## src/rtl/job_sequencer.sv

```systemverilog
// Job sequencer: queues operands in a small FIFO, launches one engine job at a time,
// waits for completion or timeout, and holds the result until downstream accepts it.
module job_sequencer #(
    parameter int DATA_W  = 32,
    parameter int RES_W   = 32,
    parameter int DEPTH   = 4,
    parameter int TIMEOUT = 1023
) (
    input  logic              clk,
    input  logic              rst,
    input  logic              in_valid,
    output logic              in_ready,
    input  logic [DATA_W-1:0] in_data,
    output logic              start,
    output logic [DATA_W-1:0] x_out,
    input  logic              done,
    input  logic [RES_W-1:0]  res,
    output logic              out_valid,
    input  logic              out_ready,
    output logic [RES_W-1:0]  out_data,
    output logic              out_timeout,
    output logic              busy,
    output logic [1:0]        dbg_state
);

    localparam int AW = $clog2(DEPTH);
    localparam int CW = AW + 1;

    typedef enum logic [1:0] {
        S_IDLE  = 2'd0,
        S_ISSUE = 2'd1,
        S_WAIT  = 2'd2,
        S_HOLD  = 2'd3
    } state_t;

    state_t             state_q, state_d;
    logic [DATA_W-1:0]  mem_q [DEPTH];
    logic [AW-1:0]      wr_ptr_q, wr_ptr_d;
    logic [AW-1:0]      rd_ptr_q, rd_ptr_d;
    logic [CW-1:0]      count_q, count_d;
    logic [DATA_W-1:0]  x_q, x_d;
    logic               start_q, start_d;
    logic [15:0]        cnt_q, cnt_d;
    logic               ovalid_q, ovalid_d;
    logic [RES_W-1:0]   odata_q, odata_d;
    logic               otime_q, otime_d;
    logic               full, empty, push, pop;

    // Handshake: a job transfers on a rising edge where in_valid && in_ready;
    // a result transfers on a rising edge where out_valid && out_ready.
    assign full  = (count_q == CW'(DEPTH));
    assign empty = (count_q == '0);
    assign push  = in_valid && !full;
    assign pop   = (state_q == S_IDLE) && !empty;

    always_comb begin
        state_d  = state_q;
        wr_ptr_d = wr_ptr_q;
        rd_ptr_d = rd_ptr_q;
        count_d  = count_q;
        x_d      = x_q;
        start_d  = 1'b0;
        cnt_d    = cnt_q;
        ovalid_d = ovalid_q;
        odata_d  = odata_q;
        otime_d  = otime_q;

        if (push) begin
            wr_ptr_d = wr_ptr_q + 1'b1;
        end
        if (pop) begin
            rd_ptr_d = rd_ptr_q + 1'b1;
        end
        if (push && !pop) begin
            count_d = count_q + 1'b1;
        end else if (pop && !push) begin
            count_d = count_q - 1'b1;
        end

        case (state_q)
            S_IDLE: begin
                if (pop) begin
                    x_d     = mem_q[rd_ptr_q];
                    start_d = 1'b1;
                    state_d = S_ISSUE;
                end
            end
            S_ISSUE: begin
                cnt_d   = '0;
                state_d = S_WAIT;
            end
            S_WAIT: begin
                // Completion wins over a timeout landing on the same cycle.
                if (done) begin
                    odata_d  = res;
                    ovalid_d = 1'b1;
                    otime_d  = 1'b0;
                    state_d  = S_HOLD;
                end else begin
                    cnt_d = cnt_q + 16'd1;
                    if (cnt_d == 16'(TIMEOUT)) begin
                        odata_d  = '0;
                        ovalid_d = 1'b1;
                        otime_d  = 1'b1;
                        state_d  = S_HOLD;
                    end
                end
            end
            S_HOLD: begin
                if (out_ready) begin
                    ovalid_d = 1'b0;
                    state_d  = S_IDLE;
                end
            end
            default: state_d = S_IDLE;
        endcase
    end

    always_ff @(posedge clk) begin
        if (rst) begin
            state_q  <= S_IDLE;
            wr_ptr_q <= '0;
            rd_ptr_q <= '0;
            count_q  <= '0;
            x_q      <= '0;
            start_q  <= 1'b0;
            cnt_q    <= '0;
            ovalid_q <= 1'b0;
            odata_q  <= '0;
            otime_q  <= 1'b0;
        end else begin
            state_q  <= state_d;
            wr_ptr_q <= wr_ptr_d;
            rd_ptr_q <= rd_ptr_d;
            count_q  <= count_d;
            x_q      <= x_d;
            start_q  <= start_d;
            cnt_q    <= cnt_d;
            ovalid_q <= ovalid_d;
            odata_q  <= odata_d;
            otime_q  <= otime_d;
        end
    end

    // Storage needs no reset: occupancy alone decides which entries are live.
    always_ff @(posedge clk) begin
        if (push) begin
            mem_q[wr_ptr_q] <= in_data;
        end
    end

    assign in_ready    = !full;
    assign start       = start_q;
    assign x_out       = x_q;
    assign out_valid   = ovalid_q;
    assign out_data    = odata_q;
    assign out_timeout = otime_q;
    assign busy        = (state_q != S_IDLE);
    assign dbg_state   = state_q;

endmodule

```

## config.mk

```make
export PLATFORM = sky130hd
export DESIGN_NAME = job_sequencer
export DESIGN_NICKNAME = d
export VERILOG_FILES = /design/src/rtl/job_sequencer.sv
export SDC_FILE = /design/constraint.sdc
export NUM_CORES = 1
export LEC_CHECK = 0
export CORE_ASPECT_RATIO = 0.6
export CORE_MARGIN = 2
export CORE_UTILIZATION = 50
export CTS_BUF_LIST = sky130_fd_sc_hd__clkbuf_8
export CTS_CLUSTER_DIAMETER = 50
export CTS_CLUSTER_SIZE = 14
export DETAILED_ROUTE_END_ITERATION = 10
export GPL_ROUTABILITY_DRIVEN = 0
export PLACE_DENSITY_LB_ADDON = 0.05
export SETUP_SLACK_MARGIN = 0.1
export SLEW_MARGIN = 20
export SYNTH_ARGS = -nofsm -noshare
export SYNTH_HDL_FRONTEND = slang
export SYNTH_SLANG_ARGS = --single-unit
```

## constraint.sdc

```tcl
create_clock -name clk -period 2.85 [get_ports clk]
set_input_delay 0.4275 -clock clk [delete_from_list [all_inputs] [get_ports clk]]
set_output_delay 0.4275 -clock clk [all_outputs]
set_load 0.01 [all_outputs]
```

Yosys cells after proc, flatten, opt, wreduce, memory -nomap -nowiden
Memories as Yosys holds them, arrays and structs flattened. A register that Yosys moved wholly into a read port is not among the register bits. Index checks and enable logic that the tools add are counted.

Flip-flop bits (word level): 60. Memory bits (writable): 128. Input port bits: 69. Output and inout port bits: 71. Logic and storage cells: 65. Memories: 1.

$add $sub $neg: 5. Equality and inequality tests: 9. Mux-type cells: 19. Bitwise operators: 1. Reduce and logical (&&, ||, !) cells: 21.

Memories: mem_q (depth 4, bits a word 32, read ports 1, clocked after memory_dff 1, write ports 1, line 37) `logic [DATA_W-1:0] mem_q [DEPTH];`.

Operators with widths (count): 32-bit 2-to-1 mux (2); 16-bit one-hot mux with 2 select lines (1); 16-bit by 1-bit adder with 16-bit output (second input constant) (1); 16-bit by 10-bit == test with 1-bit output (second input constant) (1); 16-bit 2-to-1 mux (1); 2-bit nonzero test (5); 2-bit 2-to-1 mux (4); 2-bit one-hot mux with 4 select lines (1); 1-bit 2-to-1 mux (7); 3-bit 2-to-1 mux (2); 2-bit inequality test (second input constant) (3); 2-bit AND reduction (3); 3-bit AND reduction (2); 2-bit by 1-bit adder with 2-bit output (second input constant) (2); 2-bit == test (second input constant) (2); 1-bit logical AND (4); 1-bit logical NOT (4); 3-bit by 1-bit adder with 3-bit output (second input constant) (1); 3-bit == test (second input constant) (1); 3-bit logical NOT (1); 3-bit inequality test (second input constant) (1); 3-bit by 1-bit subtractor with 3-bit output (second input constant) (1); 2-bit by 1-bit == test with 1-bit output (second input constant) (1); 2-bit logical NOT (1); 3 further kinds (3).

Depth between registers and ports, before layout
Word-level depth: 7. Depth in mapped cells: 12. Mapped depth without buffers: 11.

Worst setup path before layout
Ideal clock, no wire load.

Path type: register -> register. Start: register state_q[0], in the netlist dbg_state[0]. End: register count_q[2]. Arrival: 2.582 ns. Data required time: 2.780 ns. Path slack: 0.198 ns. Cell stages (with the launch flop): 13. Clock period less this slack: 2.652 ns. Cell sequence: dfxtp_1 inv_1 ha_1 inv_1 nor2_1 clkinv_1 clkbuf_1 ha_1 inv_1 fa_1 xor2_1 or3_1 a21oi_1.

Word-level cells in the longest chain between the ends: 5.

RTL lines: from (decl) (line 36) `state_t state_q, state_d;`; from (signal assigned) (line 132) `state_q <= state_d;`; 2-bit logical NOT * (line 54) `assign pop = (state_q == S_IDLE) && !empty;`; 1-bit logical AND * (line 54); 1-bit logical NOT (line 74) `if (push && !pop) begin`; 1-bit logical AND (line 74); 3-bit 2-to-1 mux / 2-bit nonzero test (equally long branches); to (signal assigned) (line 135) `count_q <= count_d;`; to (decl) (line 40) `logic [CW-1:0] count_q, count_d;`.

Every way passes the cells marked *; elsewhere a longest branch is shown, timed or not. A chain may end at the register's enable or synchronous reset.

Worst setup path in the final report
Start: register cnt_q[0]. End: register odata_q[5], in the netlist out_data[5].

Word-level cells in the longest chain between the ends: 4.

RTL lines: from (decl) (line 43) `logic [15:0] cnt_q, cnt_d;`; from (signal assigned) (line 138) `cnt_q <= cnt_d;`; 16-bit by 1-bit adder with 16-bit output (line 100) `cnt_d = cnt_q + 16'd1;`; 16-bit by 10-bit == test with 1-bit output (line 101) `if (cnt_d == 16'(TIMEOUT)) begin`; 2-bit nonzero test (no source line); 2-bit AND reduction (no source line); to (signal assigned) (line 140) `odata_q <= odata_d;`; to (decl) (line 45) `logic [RES_W-1:0] odata_q, odata_d;`.

No other way between the ends.

==> metrics.md <==
| Metric | Value |
|---|---|
| Status | complete, no violations |
| TNS Setup | 0 ns |
| Maxcap violations | 0 |
| Initial Util | 51.1% |
| Fraction of registers with async set/reset | 0% |
| Max-slew headroom | between 50 and 60% |
| FMAX | 400 MHz |
| Commonest non-fill, non-tap cell in the layout | clkdlybuf4s50_1 |
| RSZ-0062 raised after global routing | no |
| First-pass GRT wire length | approximately 28000 um |
| Met2 wire length | slightly above 8000 um |
| Least-Margin Pin Slew | 0.729 ns |
| Clk sinks | between 200 and 250 |
| Clock period minus worst slack | roughly 2.5 ns |
| CTS buffer count | 19 |
| Initial antenna violation count | 0 |
| Crit-path cells | ha_1 > and3_1 > nand3_1 > o21ai_1 > a41o_4 > o32ai_1 |
| Largest net degree at the start of global routing | between 80 and 90 |
| Post-Syn Nets | 741 |
| WP buf/inv | 0 |
| Startpoint types | flip-flop |
| Clk_lat worst skew | roughly 0.52 ns |
| Core area | 17200 um^2 |
| Hold Crit Class | reg -> reg |
| Hold Buf Count CTS | 0 |
| Vias in the first global route | 5439 |
| Gr usage total | 19.1% |
| 1st-pass router iterations | 5 |
| Ports | 140 |
| Root Driver | clkbuf_8 |
| Buffer depth of the longest clock path | 3 |
| Largest stage delay on the critical path | approximately 0.5 ns |
| Pins Over Slew Limit | 0 |
| Placed Area | 10400 um^2 |
| P per Cell Area | approximately 800 nW/um^2 |
| DRT met1 WL | around 8800 um |
| Final wirelength | ~18000 um |
| Fillers | about 1300 |
| Iteration-0 DRC Markers | 358 |
| Post-DR vias/cell | ~5.3 |
| Nets | approximately 870 |
| Leakage | around 3.7 nW |
| Die span in x | 175 um |
| CP Capture Type | flip-flop |
| Worst VDD drop | around 380 uV |
| N_diodes | 0 |
| Syn-to-layout area delta | 22.2% |
| Post-Syn Area | 8770 um^2 |
| DIE HEIGHT | roughly 110 um |
| Most frequent cells in the layout | 138 x clkdlybuf4s50_1, 128 x edfxtp_1, 90 x dfxtp_1, 78 x nand2_1, 53 x inv_1 |
| FP Rows | 37 |
| Clk pin slew, worst setup/hold paths | about 0.090 ns |
| DR WL/cell | between 15 and 20 um |
| GRT Residual Overflow | 0 |
| Antenna-violating nets left | 0 |
| CTS tree | done |
| Crit path max fanout | 16 |
| Min Hold Slack | 0.456 ns |
| Post-synth top flop | edfxtp_1 |
| Fin. Hold Viols | 0 |
| WP data arrival | approximately 2.9 ns |
| Yosys cell types | between 40 and 50 |
| Cell area after layout | between 10000 and 15000 um^2 |
| Synthesized instance count | ~660 |
| Post-synth EDFFs | between 100 and 150 |
| Final setup viols | 0 |
| H-tree Lvls | 1 |
| Input/output buffers | between 100 and 150 |
| Yosys reg bits | 220 |
| Met3 wire length | 1030 um |
| Sequential element share of the synthesized area | around 65% |
| Vias after detailed routing | about 5500 |
| Post-route clock period utilization | a little under 90% |
| Worst Setup Path Type | reg -> reg |
| Mean Syn Cell Area | approximately 13 um^2 |
| Clk_skew | between 0.01 and 0.015 ns |
| Post-CTS setup buffer count | 0 |
| DRC Markers | 0 |
| Ys Warns | 0 |
| Max Used Layer | met4 |
| Top Family by Delay on Critical Path | compound AO/OA/AOI/OAI gates |
| Ratio of cells with drive above 1 in the final layout | about 11% |
| Req. time, crit path | ~3.2 ns |
| Die area | approximately 19000 um^2 |
| Slowest CP cell | o21ai_1 |
| Post-DP HPWL | 11200 um |
## synth_stat cells, drive strengths merged, types with 5 or more instances
master    n  area share, %
edfxtp  128             44
dfxtp    92             21
nand2    78            3.3
a21oi    46            2.6
inv      40            1.7
clkbuf   36            1.6
nand2b   35            2.5
mux4     32            8.2
o32ai    32            3.7
nor2     28            1.2
ha       12            1.7
o21ai    12           0.68
buf       8           0.93
xnor2     8           0.80
and3      7           0.56
nand3     7           0.40
and2      6           0.43
nor3      6           0.40
a311oi    5           0.50
## worst register-to-register path, cell delays in order, from the launching register on
cell     delay [ns]
dfxtp_1        0.42
ha_1           0.29
and3_1         0.35
nand3_1        0.21
o21ai_1        0.50
a41o_4         0.46
o32ai_1        0.14
## stage by stage
step | setup WS [ns] | cells | power [W] | utilization [%]
after floorplan | 0.198 | 659 | 0.00569 | -
after global placement | 0.419 | 1002 | 0.00673 | 60.3
after detailed placement | 0.275 | 1002 | 0.00680 | 60.3
after CTS | 0.280 | 1036 | 0.00842 | 62.2
after global routing | 0.180 | 1037 | 0.00881 | 62.4
final | 0.352 | 1037 | 0.00833 | 62.4
## kinds of logic (layout without fill, tap and decap cells)
group	count (synthesis)	count (layout)	synth area share [%]
xor+xnor	12	12	1.20
flops	220	220	64.8
simple gates	183	183	10.1
buf+inv	85	228	4.24
mux	35	35	8.56
fa+ha+maj	13	13	1.94
compound gates	111	112	9.13
## per-layer routing
| layer | global-route usage (%) | vias to the layer above |
|---|---|---|
| met4 | 2.80 | 0 |
| met1 | 27.5 | 2723 |
| met3 | 4.40 | 19 |
| li1 | - | 2663 |
| met2 | 30.5 | 141 |
| met5 | 0 | - |
## repair_timing
action	4_1_cts	5_1_grt
endpoints found under the setup margin	0	23
resized for setup	0	3
hold endpoints to repair	0	0
## cell type report
type	instances	area, um^2	area share (%)
flip-flops and latches	220	5690	53.1
clock inverters	15	61.3	0.572
inverters	41	154	1.44
clock buffers	19	262	2.44
multi-input cells	355	2750	25.7
repair buffers	153	1510	14.1
well taps	234	293	2.73
## registers in the layout (all words and copies together), names as in the netlist
name         flops
start            1
wr_ptr_q         2
cnt_q           16
mem_q          128
rd_ptr_q         2
out_valid        1
out_timeout      1
out_data        32
count_q          3
dbg_state        2
x_out           32
## report_power, final
part	internal, W	switching [W]	total, W	leakage, nW
sequential	0.00382	0.000213	0.00403	1.92
combinational	0.00127	0.00140	0.00267	1.54
clock	0.000630	0.00100	0.00163	0.210
total	0.00572	0.00261	0.00833	3.67
## worst paths after layout
check | start | to | slack (ns) | cells after the start
max | cnt_q[0]$_SDFFE_PP0P_ | out_data[5]$_SDFFE_PP0P_ | 0.35 | 6
max reg2reg | cnt_q[0]$_SDFFE_PP0P_ | out_data[5]$_SDFFE_PP0P_ | 0.35 | 6
min | x_out[4]$_SDFFE_PP0P_ | x_out[4]$_SDFFE_PP0P_ | 0.46 | 2
min reg2reg | x_out[4]$_SDFFE_PP0P_ | x_out[4]$_SDFFE_PP0P_ | 0.46 | 2
No activity file was read; power rests on OpenSTA's default activity.
